## src/rtl/mem_req_ctrl.sv

```systemverilog
// mem_req_ctrl: MEM-stage initiator for data_mem.
// Accepts load/store requests over a valid/ready handshake, drives the memory's
// r/w/addr/data_in, hides its 1-cycle registered read latency, and returns load
// data (or a store acknowledge) over a valid/ready response channel.
// Loads may be bursts of up to 2**LEN_W consecutive words; stores are single-word.
//
// Handshake rule (both channels): a transfer happens on a rising clock edge where
// valid and ready are both high. A valid holder keeps valid and its payload stable
// until that edge. req_ready is high only in IDLE, so a new request can never be
// accepted on the same edge that completes a response beat.

module mem_req_ctrl #(
    parameter int ADDR_W = 32,
    parameter int DATA_W = 32,
    parameter int LEN_W  = 3
) (
    input  logic              clk,
    input  logic              rst_n,
    input  logic              req_valid,
    output logic              req_ready,
    input  logic              req_we,
    input  logic [ADDR_W-1:0] req_addr,
    input  logic [DATA_W-1:0] req_wdata,
    input  logic [LEN_W-1:0]  req_len,
    output logic              rsp_valid,
    input  logic              rsp_ready,
    output logic [DATA_W-1:0] rsp_rdata,
    output logic              rsp_last,
    output logic              busy,
    output logic              mem_r,
    output logic              mem_w,
    output logic [ADDR_W-1:0] mem_addr,
    output logic [DATA_W-1:0] mem_wdata,
    input  logic [DATA_W-1:0] mem_rdata,
    output logic [1:0]        o_dbg_state
);

    typedef enum logic [1:0] {
        S_IDLE    = 2'd0,
        S_ISSUE   = 2'd1,
        S_CAPTURE = 2'd2,
        S_RESP    = 2'd3
    } state_t;

    state_t              r_state;
    logic                r_req_ready;
    logic                r_we;
    logic [ADDR_W-1:0]   r_addr;
    logic [DATA_W-1:0]   r_wdata;
    logic [LEN_W-1:0]    r_beats_left;
    logic                r_rsp_valid;
    logic [DATA_W-1:0]   r_rsp_rdata;
    logic                r_rsp_last;
    logic                w_issue;

    // Request/response FSM: one memory access per beat, response held until accepted.
    always_ff @(posedge clk or negedge rst_n) begin
        if (!rst_n) begin
            r_state      <= S_IDLE;
            r_req_ready  <= 1'b0;
            r_we         <= 1'b0;
            r_addr       <= '0;
            r_wdata      <= '0;
            r_beats_left <= '0;
            r_rsp_valid  <= 1'b0;
            r_rsp_rdata  <= '0;
            r_rsp_last   <= 1'b0;
        end else begin
            case (r_state)
                S_IDLE: begin
                    // req_ready comes up on the first edge after reset release.
                    r_req_ready <= 1'b1;
                    if (req_valid && r_req_ready) begin
                        r_we         <= req_we;
                        r_addr       <= req_addr;
                        r_wdata      <= req_wdata;
                        r_beats_left <= req_we ? '0 : req_len;
                        r_req_ready  <= 1'b0;
                        r_state      <= S_ISSUE;
                    end
                end
                S_ISSUE: begin
                    if (r_we) begin
                        // Store acknowledge: write lands on this edge, respond now.
                        r_rsp_valid <= 1'b1;
                        r_rsp_rdata <= '0;
                        r_rsp_last  <= 1'b1;
                        r_state     <= S_RESP;
                    end else begin
                        r_state <= S_CAPTURE;
                    end
                end
                S_CAPTURE: begin
                    // Read data from the memory is valid during this cycle only.
                    r_rsp_rdata <= mem_rdata;
                    r_rsp_last  <= (r_beats_left == '0);
                    r_rsp_valid <= 1'b1;
                    r_state     <= S_RESP;
                end
                S_RESP: begin
                    if (r_rsp_valid && rsp_ready) begin
                        r_rsp_valid <= 1'b0;
                        if (r_rsp_last) begin
                            r_req_ready <= 1'b1;
                            r_state     <= S_IDLE;
                        end else begin
                            // Wraps modulo 2**ADDR_W at the top of the address space.
                            r_addr       <= r_addr + 1'b1;
                            r_beats_left <= r_beats_left - 1'b1;
                            r_state      <= S_ISSUE;
                        end
                    end
                end
                default: begin
                    r_state <= S_IDLE;
                end
            endcase
        end
    end

    // Memory strobes decode from state so they drop the instant reset asserts.
    always_comb begin
        w_issue   = (r_state == S_ISSUE);
        mem_r     = w_issue && !r_we;
        mem_w     = w_issue && r_we;
        mem_addr  = w_issue ? r_addr : '0;
        mem_wdata = mem_w ? r_wdata : '0;
    end

    assign req_ready   = r_req_ready;
    assign rsp_valid   = r_rsp_valid;
    assign rsp_rdata   = r_rsp_rdata;
    assign rsp_last    = r_rsp_last;
    assign busy        = (r_state != S_IDLE);
    assign o_dbg_state = r_state;

endmodule

```

## config.mk

```make
export PLATFORM = sky130hd
export DESIGN_NAME = mem_req_ctrl
export DESIGN_NICKNAME = d
export VERILOG_FILES = /design/src/rtl/mem_req_ctrl.sv
export SDC_FILE = /design/constraint.sdc
export NUM_CORES = 1
export LEC_CHECK = 0
export ABC_AREA = 1
export CORE_ASPECT_RATIO = 1.75
export CORE_MARGIN = 10
export CORE_UTILIZATION = 42
export CTS_CLUSTER_DIAMETER = 30
export DETAILED_ROUTE_END_ITERATION = 12
export HOLD_SLACK_MARGIN = 0.08
export PLACE_DENSITY = 0.78
export REMOVE_ABC_BUFFERS = 1
export SETUP_SLACK_MARGIN = 0.3
export SYNTH_ARGS = -nofsm -noshare
export SYNTH_HDL_FRONTEND = slang
export SYNTH_SLANG_ARGS = --single-unit
```

## constraint.sdc

```tcl
create_clock -name clk -period 1.5 [get_ports clk]
set_input_delay 0.225 -clock clk [delete_from_list [all_inputs] [get_ports clk]]
set_output_delay 0.225 -clock clk [all_outputs]
set_load 0.005 [all_outputs]
```

# Word-level counts from Yosys, hierarchy flattened
# Index checks and enable logic that the tools add are counted.
# totals
regBits	105
latchBits	0
ram_bits	0
romBits	0
input_bits	104
word_cells	62
mem_count	0
# classes
addsub	2
n_mul	0
div	0
order_cmp	0
eq_ne	8
shifts	0
mux	26
n_bitwise	0
n_reduce_logical	17
# op_table
op	n
$mux W32	6
$pmux W32 S2	2
$add A32 B1 Y32 const B	1
$mux W3	4
$ne A2 B2 Y1 const B	5
$pmux W2 S4	1
$mux W1	7
$pmux W3 S2	1
$reduce_and A2 Y1	3
$reduce_and A3 Y1	2
$reduce_bool A2 Y1	3
$eq A2 B2 Y1 const B	2
$logic_and A1 B1 Y1	4
$mux W2	2
$pmux W1 S2	2
$reduce_and A4 Y1	1
$logic_not A3 Y1	1
$pmux W1 S3	1
$reduce_bool A3 Y1	1
$sub A3 B1 Y3 const B	1
$eq A2 B1 Y1 const B	1
$logic_not A2 Y1	1
$logic_not A1 Y1	1

# Depth between registers and ports, before layout
# Gate-level depths: netlist of run 1.
# depth
depth_word	4
depth_mapped	11

# Worst setup path after synthesis of run 1
# Ideal clock, no wire load.
# synth_path
path_type	register to output
startpoint	reg r_state[1] (netlist: o_dbg_state[1])
endpoint	out mem_r
arrival_ns	1.436
required_ns	1.275
path_slack_ns	-0.161
path_stages_with_launch	9
n_path_buf	3
cell_sequence	dfrtp_1 -> inv_1 -> ha_1 -> buf_2 -> inv_1 -> or2_2 -> clkbuf_1 -> buf_2 -> inv_1
# synth_between
elab_chain_cells	2
# synth_rtl
element	line_no	source
from (decl)	45	state_t r_state;
from (signal assigned)	59	r_state <= S_IDLE;
from (signal assigned)	79	r_state <= S_ISSUE;
from (signal assigned)	88	r_state <= S_RESP;
$eq A2 B1 Y1	123	w_issue = (r_state == S_ISSUE);
$logic_and A1 B1 Y1	124	mem_r = w_issue && !r_we;
to (decl)	30	output logic mem_r,
# No other way between the ends.

# Final worst setup path of run 1
# layout_path
startpoint	reg r_state[1] (netlist: o_dbg_state[1])
endpoint	out mem_wdata[7]
# layout_between
elab_chain_cells	3
# layout_rtl
element	line_no	source
$eq A2 B1 Y1	123	
$logic_and A1 B1 Y1	125	mem_w = w_issue && r_we;
$mux W32	127	mem_wdata = mem_w ? r_wdata : '0;
to (decl)	33	output logic [DATA_W-1:0] mem_wdata,
# No other way between the ends.

==> summary.md, run 1 <==
| Metric | Value |
|---|---|
| Status | `finished with violations` |
| Failing checks | `setup timing` |
| Placer Congestion | `0.897` |
| FMAX | `0.509 GHz` |
| Die ar. | `19600 um2` |
| Routed len/inst | `21.1 um` |
| FP Rows | `57` |
| Crit path to | `mem_wdata[7]` |
| Cell variety after synth | `32` |
| Total gr overflow | `0` |
| Syn avg cell area | `6.95 um2` |
| Max rail drop VDD | `0.000903 V` |
| Fin. Hold Viols | `0` |
| GRT Util Overall | `0.251` |
| Layout net count | `1292` |
| Crit path required time | `1270 ps` |
| DR pass1 iterations | `7` |
| Worst path arrival time | `1740 ps` |
| Cell Count, Final, Fillers Out | `1365` |
| Reg clk slew, reported paths | `90 ps` |
| Cell area after synthesis | `5970 um2` |
| Vias in the first global route | `7394` |
| Worst skew pair latency | `370 ps` |
| Total wire length | `28800 um` |
| 1st-iter DRT viols | `397` |
| Port bufs | `207` |
| Sequential cell area fraction in the yosys report | `0.440` |
| Terminus of the critical flop-to-flop path | `rsp_rdata[16]` |
| Top cell type's share of synthesized area | `0.440` |
| CTS H-tree lvls | `3` |
| Unrepaired setup endpoints after global routing | `true` |
| YS warnings | `0` |
| Worst hold path type | `primary input to flip-flop` |
| Share of cells above drive strength 1 | `0.461` |
| PwrDens | `510 nW/um2` |
| Antenna viol nets, final | `0` |
| R2r worst-path depth | `10` |
| Commonest non-fill, non-tap cell in the layout | `nand2_1` |
| Vias post-DR | `7346` |
| Clock root buffer | `clkbuf_16` |
| CP Max Fanout | `5` |
| Std-Cell Core Area | `13900 um2` |
| Max Cap Viol | `0` |
| Worst path slowest cell | `dfrtp_1` |
| Leading area contributor after synthesis | `dfrtp_1` |
| CTS tree | `done` |
| Num CTS Buffers | `9` |
| CP Launch Point | `o_dbg_state[1]` |
| Crit path buf inv count | `4` |
| R2R setup slack | `-420 ps` |
| Pleak | `5.88 nW` |
| Startpoint types | `flip-flop` |
| CTS Buffer Depth | `2` |
| Die Height | `178 um` |
| Slew headroom | `0.600` |
| Slew Limit Fails | `0` |
| First-pass GRT wire length | `38500 um` |
| Fin crit share | `1.31` |
| Worst-Margin Slew | `601 ps` |
| Crit path max-delay family | `buffers and inverters` |
| Vias per inst | `5.38` |
| DRC viols | `0` |
| Area Overhead vs Synth | `88.5%` |
| Min Tclk post-route | `1970 ps` |
| Area contributors post-synth | `dfrtp_1 (44%), nand2_1 (14%), inv_1 (8.9%)` |
| Cell Area, Placed | `8660 um2` |
| Largest net degree at the start of global routing | `106` |
| Die width | `110 um` |
| Clock skew | `15.0 ps` |
| Final setup vio count | `172` |
| Delay of the slowest critical-path stage | `400 ps` |
| Initial Util | `0.429` |
| Hpwl dp | `14900 um` |
| Synth Instances | `859` |
| Most frequent cells in the layout | `nand2_1 (135), inv_1 (112), dfrtp_1 (105), clkdlybuf4s50_1 (102), buf_6 (72)` |
| Synthesis-stage register bit count | `105` |
| Initial antenna violation count | `2` |
| CTS sink cnt | `105` |
| Worst-path cell chain | `inv_2 > ha_4 > nand2_8 > buf_16 > buf_8 > nor2_2 > buf_2` |
| Io pins | `208` |
| Crit path kind | `flip-flop to primary output` |
| Placed Cells | `1266` |
| Min setup slack post-route | `-465 ps` |
| FF-to-FF Start | `o_dbg_state[0]` |
| Critical path depth | `7` |
| Crit end category | `primary output` |
| Final Cell Area | `11300 um2` |
==> worst min-delay path by stage <==
stage | start | end | slack [ps] | cells after the start
floorplan | rst_n | o_dbg_state[0] | -70 | 0
global placement | rst_n | r_wdata[25] | 350 | 2
CTS | req_wdata[9] | r_wdata[9] | 400 | 3
finish | mem_rdata[2] | rsp_rdata[2] | 420 | 3
detailed placement | rst_n | r_wdata[25] | 350 | 2
global route | req_wdata[8] | r_wdata[8] | 430 | 3
==> logic make-up (layout without fill, tap and decap cells) <==
group | Yosys count | after routing | synth area share
flip-flops | 105 | 105 | 0.440
other | 0 | 2 | 0
AO/OA/AOI/OAI | 124 | 124 | 0.106
adder cells (fa/ha/maj) | 7 | 7 | 0.0147
AND/OR/NAND/NOR | 437 | 437 | 0.313
buffers and inverters | 186 | 513 | 0.127
==> registers in the layout (all words and copies together), names as in the netlist <==
| name | cells |
|---|---|
| o_dbg_state | 2 |
| r_addr | 32 |
| r_beats_left | 3 |
| r_wdata | 32 |
| r_we | 1 |
| req_ready | 1 |
| rsp_last | 1 |
| rsp_rdata | 32 |
| rsp_valid | 1 |
==> area by class of cell <==
class,count,area (um2)
Clock inverter,6,65.1
Timing Repair inverter,1,11.3
Tap cell,177,221
Clock buffer,10,239
Sequential cell,105,2630
Timing Repair Buffer,351,3780
Inverter,145,567
Fill cell,793,2650
Multi-Input combinational cell,568,3740
Antenna cell,2,5.00
==> synth_stat cells <==
cell	n
nand2_4	2
nand3_2	1
a31oi_1	2
clkbuf_1	16
nor2_4	4
nand2_2	6
nor3_1	1
nor2_8	2
buf_1	3
ha_1	7
nand2_1	223
o22ai_1	1
clkbuf_2	1
nor2_1	111
nand4_1	1
a21o_1	2
a21oi_1	20
buf_6	1
o21a_1	1
or2_2	5
buf_4	6
nor2_2	3
inv_1	142
and2_1	1
dfrtp_1	105
inv_2	3
o21ai_0	95
buf_2	13
o21ai_1	3
nand3_1	74
clkbuf_8	1
nand3b_1	3
==> routing by layer <==
layer  global-route usage  vias up  share of wire
met2                0.461      382           0.55
met4                0.135        0          0.064
met5                    0        -              0
li1                     -     3298              -
met3               0.0585      128          0.065
met1                0.250     3538           0.32
==> report_power, final <==
| part | total (W) | leakage, nW | switching [W] | internal, W |
|---|---|---|---|---|
| sequential | 0.00283 | 1.09 | 0 | 0.00283 |
| clock | 0.00254 | 0.151 | 0.00131 | 0.00123 |
| combinational | 0.000367 | 4.65 | 0.000126 | 0.000241 |
==> worst reg2reg max path: cells and delay by family (launching register included) <==
kind | cells | cell delay, ps
buf+inv | 7 | 950
flops | 1 | 430
fa+ha+maj | 1 | 220
compound gates | 2 | 210
==> repair_timing <==
item / CTS / global route
pin swaps: 28 / 25
cloned: 22 / 3
hold endpoints to repair: 105 / 0
resized for setup: 609 / 339
hold buffers: 1 / 0
endpoints found under the setup margin: 209 / 188
buffers inserted: 42 / 13
==> stage by stage <==
stage | worst slack (ps) | TNS, ps | utilization | hold slack (ps) | total power, W
2_1_floorplan | -1980 | -189360 | - | -70.6 | 0.00289
5_1_grt | -481 | -64770 | 0.809 | 430 | 0.00586
6_report | -465 | -58810 | 0.809 | 421 | 0.00574
3_3_place_gp | -303 | -30920 | 0.623 | 347 | 0.00322
3_5_place_dp | -364 | -35270 | 0.623 | 354 | 0.00322
4_1_cts | -430 | -46530 | 0.735 | 403 | 0.00567
No activity file was read; power rests on OpenSTA's default activity.
==> inputs of run 2 (changes only) <==
--- a/config.mk
+++ b/config.mk
@@ -8,13 +8,16 @@
 export ABC_AREA = 1
 export CORE_ASPECT_RATIO = 1.75
 export CORE_MARGIN = 10
-export CORE_UTILIZATION = 42
+export CORE_UTILIZATION = 58
 export CTS_CLUSTER_DIAMETER = 30
 export DETAILED_ROUTE_END_ITERATION = 12
+export DONT_BUFFER_PORTS = 1
 export HOLD_SLACK_MARGIN = 0.08
-export PLACE_DENSITY = 0.78
+export MAX_ROUTING_LAYER = met4
+export PLACE_DENSITY = 0.76
 export REMOVE_ABC_BUFFERS = 1
 export SETUP_SLACK_MARGIN = 0.3
+export SLEW_MARGIN = 25
 export SYNTH_ARGS = -nofsm -noshare
 export SYNTH_HDL_FRONTEND = slang
 export SYNTH_SLANG_ARGS = --single-unit
==> run 2 against run 1 <==
  * The flow finishes with violations (hold timing, setup timing)
  * Sequential power barely moved
  * Global-route usage rose by 2.2 points
  * Die area fell by 24%
  * Register-to-register slack improved by 80 ps
  * Hold slack got worse by 870 ps
  * Routed wire length fell by 21%
  * Maximum frequency rose by 5.7%
  * Via count fell by 12%
  * Final cell count fell by 18%
  * First-iteration DRC count fell by 3.0%
  * Clock power fell by 9.4%
  * Critical path type unchanged
  * Highest routed layer unchanged
==> summary.md, run 2 (synthesis gave the netlist of run 1 again) <==
| Metric | Value |
|---|---|
| Vias per inst | `5.73` |
| Clock skew | `7.91 ps` |
| Met3 Use GR | `0.0763` |
| CTS tree | `done` |
| GRT busiest layer | `met2` |
| Pleak | `4.45 nW` |
| Crit end category | `primary output` |
| Clock root buffer | `clkbuf_16` |
| Worst-Margin Slew | `332 ps` |
| Vias in the first global route | `6563` |
| Reg clk slew, reported paths | `80 ps` |
| Worst path arrival time | `1640 ps` |
| Layout net count | `1099` |
| First-pass GRT wire length | `32900 um` |
| Largest net degree at the start of global routing | `106` |
| Min setup slack post-route | `-360 ps` |
| Hpwl dp | `12800 um` |
| Vias post-DR | `6437` |
| Met2 Use GR | `0.461` |
| Failing checks | `hold timing, setup timing` |
| Crit path required time | `1270 ps` |
| Io pins | `208` |
| Area Overhead vs Synth | `43.7%` |
| Hold buffer count at CTS | `66` |
| Final setup vio count | `173` |
| Commonest non-fill, non-tap cell in the layout | `nand2_1` |
| Die ar. | `14900 um2` |
| Die Height | `154 um` |
| Worst hold path type | `primary input to async pin` |
| CTS sink cnt | `105` |
| DR pass1 iterations | `6` |
| Fin crit share | `1.24` |
| Std-Cell Core Area | `10200 um2` |
| 1st-iter DRT viols | `385` |
| Num CTS Buffers | `9` |
| Slew Limit Fails | `0` |
| Final Cell Area | `8580 um2` |
| CP Max Fanout | `11` |
| Status | `finished with violations` |
| WHS | `-449 ps` |
| Share of cells above drive strength 1 | `0.230` |
| TNS Setup | `-42080 ps` |
| GRT Util Overall | `0.274` |
| Total gr overflow | `0` |
| CTS Buffer Depth | `2` |
| Port bufs | `0` |
| Unrepaired setup endpoints after global routing | `true` |
| Max rail drop VDD | `0.000751 V` |
| Die width | `96.7 um` |
| Met1 Use GR | `0.276` |
| Antenna viol nets, final | `0` |
| Fin. Hold Viols | `105` |
| Cell Area, Placed | `6500 um2` |
| Min Tclk post-route | `1860 ps` |
| Initial Util | `0.587` |
| Total wire length | `22700 um` |
| Most frequent cells in the layout | `nand2_1 (209), inv_1 (135), dfrtp_1 (105), nand3_1 (74), nor2_1 (68)` |
| Startpoint types | `flip-flop` |
| Worst skew pair latency | `360 ps` |
| Slew headroom | `0.779` |
| DRC viols | `0` |
| Placer Congestion | `0.926` |
| Initial antenna violation count | `5` |
| Max Cap Viol | `0` |
| FP Rows | `49` |
| CTS H-tree lvls | `3` |
| Routed len/inst | `20.2 um` |
| Crit path kind | `flip-flop to primary output` |
| PwrDens | `616 nW/um2` |
| FMAX | `0.538 GHz` |
-- run 2: critical path, cell delays in order (launching register included) --
cell and delay, ps:
dfrtp_1 440, inv_2 130, ha_4 190, nand2_4 80, bufbuf_16 300, nor2_2 130
-- run 2: cell type report --
cell class	count	area [um2]
Sequential cell	105	2630
Timing Repair Buffer	159	1890
Clock buffer	9	225
Fill cell	589	1600
Inverter	145	559
Tap cell	127	159
Clock inverter	6	62.6
Multi-Input combinational cell	568	3050
Antenna cell	5	12.5
-- run 2: report_power, final --
| group | leakage [nW] | switching [W] | total (W) | internal [W] |
|---|---|---|---|---|
| Clock | 0.141 | 0.00114 | 0.00230 | 0.00116 |
| Sequential | 1.09 | 0 | 0.00283 | 0.00283 |
| Combinational | 3.22 | 0.0000392 | 0.000155 | 0.000116 |
| Total | 4.45 | 0.00118 | 0.00529 | 0.00411 |
-- run 2: worst paths after layout --
| kind | start | endpoint | slack (ps) | depth (start not counted) |
|---|---|---|---|---|
| setup / recovery | o_dbg_state[1] | mem_wdata[24] | -360 | 5 |
| hold / removal | rst_n | rsp_rdata[20] | -450 | 0 |
| setup reg to reg | o_dbg_state[1] | o_dbg_state[0] | -340 | 12 |
| hold reg to reg | r_beats_left[2] | r_beats_left[2] | 530 | 2 |
| max in group asynchronous | rst_n | r_wdata[9] | 1790 | 0 |
| min in group clk | req_addr[8] | r_addr[8] | 70 | 2 |
-- run 2: metrics by stage --
stage / power [W] / instances / utilization / setup WS [ps]
global route: 0.00545 / 1124 / 0.843 / -420
global placement: 0.00289 / 1004 / 0.639 / -184
finish: 0.00529 / 1124 / 0.843 / -360
floorplan: 0.00289 / 818 / - / -1980
CTS: 0.00528 / 1109 / 0.805 / -253
detailed placement: 0.00289 / 1004 / 0.639 / -295
-- run 2: repair_timing --
| item | CTS | global route |
|---|---|---|
| endpoints found under the setup margin | 173 | 173 |
| hold endpoints to repair | 171 | 105 |
| gates cloned | 9 | 5 |
| gates resized for setup | 146 | 70 |
| pin swaps | 8 | 5 |
| buffers inserted | 15 | 5 |
-- run 2: metal layers --
layer,share of wire,vias to the layer above
met2,0.52,386
li1,-,2904
met4,0.061,0
met5,0,-
met1,0.33,3026
met3,0.086,121
==> inputs of run 3 (changes only) <==
--- a/config.mk
+++ b/config.mk
@@ -12,6 +12,7 @@
 export CTS_CLUSTER_DIAMETER = 30
 export DETAILED_ROUTE_END_ITERATION = 12
 export DONT_BUFFER_PORTS = 1
+export GPL_TIMING_DRIVEN = 0
 export HOLD_SLACK_MARGIN = 0.08
 export MAX_ROUTING_LAYER = met4
 export PLACE_DENSITY = 0.76
==> run 3 against run 2 <==
  * The run still ends with hold timing, setup timing left
  * Sequential power barely moved
  * Clock power rose by 15%
  * Maximum frequency fell by 2.1%
  * Design area fell by 3.7%
  * Non-clock buffer count fell by 42
  * Final cell count fell by 2.8%
  * Critical path depth did not move
  * Clock-buffer cell count did not move
  * Sequential share of layout area rose by 1.2 points
  * Register-to-register slack got worse by 60 ps
  * Hold slack got worse by 3.3 ps
  * Critical path type unchanged
  * Critical endpoint is now mem_wdata[4]
==> summary.md, run 3 (synthesis gave the netlist of run 1 again) <==
| Metric | Value |
|---|---|
| Crit end category | `primary output` |
| 1st-iter DRT viols | `566` |
| DRC viols | `0` |
| CTS tree | `done` |
| PwrDens | `682 nW/um2` |
| Routed len/inst | `22.7 um` |
| FF-to-FF Start | `o_dbg_state[1]` |
| Commonest non-fill, non-tap cell in the layout | `nand2_1` |
| Min Tclk post-route | `1900 ps` |
| Largest net degree at the start of global routing | `106` |
| Num CTS Buffers | `9` |
| Crit path required time | `1270 ps` |
| Switch share | `0.233` |
| Startpoint types | `flip-flop` |
| GRT busiest layer | `met2` |
| Pleak | `4.13 nW` |
| WHS | `-452 ps` |
| Area Overhead vs Synth | `38.4%` |
| Layout net count | `1070` |
| Power share of the combinational group | `0.029` |
| Worst-path cell chain | `inv_4 > ha_4 > buf_12 > nand2_8 > nor2_1` |
| First-pass GRT wire length | `34200 um` |
| Clock root buffer | `clkbuf_16` |
| Max rail drop VDD | `0.000848 V` |
| Worst-Margin Slew | `518 ps` |
| Min setup slack post-route | `-400 ps` |
| Std-Cell Core Area | `10200 um2` |
| Final Cell Area | `8260 um2` |
| DR pass1 iterations | `5` |
| Placed Cells | `947` |
| Fin. Hold Viols | `105` |
| Die width | `96.7 um` |
| Net Switching | `0.00131 W` |
| Die Height | `154 um` |
| CP Max Fanout | `17` |
| Delay of the slowest critical-path stage | `500 ps` |
| Post-Place Worst Slack | `-1750 ps` |
| Met2 Use GR | `0.499` |
| Worst path slowest cell | `dfrtp_2` |
| Int Pwr | `0.00433 W` |
| Slew Limit Fails | `0` |
| Final setup vio count | `172` |
| Worst hold path type | `primary input to async pin` |
| Port bufs | `0` |
| Initial Util | `0.587` |
| Most frequent cells in the layout | `nand2_1 (218), inv_1 (116), dfrtp_1 (102), nor2_1 (95), nand3_1 (74)` |
| Clock power frac | `0.470` |
| Vias in the first global route | `6710` |
| Vias per inst | `6.04` |
| FP Rows | `49` |
| Total gr overflow | `0` |
| Worst skew pair latency | `370 ps` |
| Total power draw | `0.00564 W` |
| Clock skew | `17.1 ps` |
| Met3 Use GR | `0.0754` |
| Antenna viol nets, final | `0` |
| Crit path kind | `flip-flop to primary output` |
| Hold buffer count at CTS | `68` |
| Unrepaired setup endpoints after global routing | `true` |
| Reg clk slew, reported paths | `90 ps` |
| Placer Congestion | `0.877` |
| Total wire length | `24800 um` |
| Slew headroom | `0.655` |
| CTS H-tree lvls | `3` |
| Status | `finished with violations` |
| Sequential power share | `0.502` |
| Failing checks | `hold timing, setup timing` |
| Vias post-DR | `6602` |
| CTS Buffer Depth | `2` |
| Initial antenna violation count | `2` |
| CTS sink cnt | `105` |
| FMAX | `0.526 GHz` |
| Worst path arrival time | `1680 ps` |
| Hpwl dp | `11800 um` |
| Fin crit share | `1.27` |
| Max Cap Viol | `0` |
| Met1 Use GR | `0.292` |
| Cell Area, Placed | `5990 um2` |
| GRT Util Overall | `0.289` |
| Share of cells above drive strength 1 | `0.195` |
| Io pins | `208` |
| Cell Count, Final, Fillers Out | `1093` |
| Die ar. | `14900 um2` |
| CP Launch Point | `o_dbg_state[1]` |
-- run 3: critical path: cells and delay by family, from the launching register on --
family | cells | cell delay [ps]
buf+inv | 2 | 230
simple gates | 2 | 380
flops | 1 | 500
fa+ha+maj | 1 | 180
-- run 3: through the flow --
stage	TNS, ps	utilization
floorplan	-189360	-
global placement	-348950	0.582
detailed placement	-164610	0.588
CTS	-32450	0.773
global route	-54170	0.812
finish	-47320	0.812
-- run 3: area by class of cell --
cell class              instances  area (um2)
diodes                          2        5.00
clock buffers                   9         225
clock inverters                 7         115
fillers                       633        1910
inverters                     145         583
multi-input cells             577        3060
flip-flops and latches        105        2630
well taps                     127         159
repair buffers                117        1450
repair inverters                4        37.5
-- run 3: power by group through the flow --
stage	Clock [W]	Sequential (W)	Combinational (W)
floorplan	0	0.00289	0.00000186
global placement	0	0.00288	0.00000220
detailed placement	0	0.00288	0.00000226
CTS	0.00265	0.00283	0.000150
global route	0.00279	0.00283	0.000167
finish	0.00265	0.00283	0.000162
-- run 3: path summary, 6_finish.rpt --
path / to / cells after the start / slack (ps)
max in group asynchronous: r_addr[1] / 0 / 1770
min reg2reg: r_wdata[16] / 2 / 550
max reg2reg: rsp_valid / 9 / -400
max: mem_wdata[4] / 5 / -400
min: rsp_rdata[20] / 0 / -450
min in group clk: r_addr[6] / 2 / 100
-- run 3: timing repair --
| action | CTS | global route |
|---|---|---|
| cloned | 18 | 9 |
| endpoints found under the setup margin | 172 | 172 |
| hold endpoints to repair | 173 | 105 |
| setup buffers | 31 | 2 |
| pin swaps | 10 | 2 |
| gates resized for setup | 120 | 83 |
-- run 3: per-layer routing --
metal,routed length (um),share of wire
met2,12900,0.52
met5,0,0
met3,2380,0.096
met4,1570,0.063
met1,7970,0.32
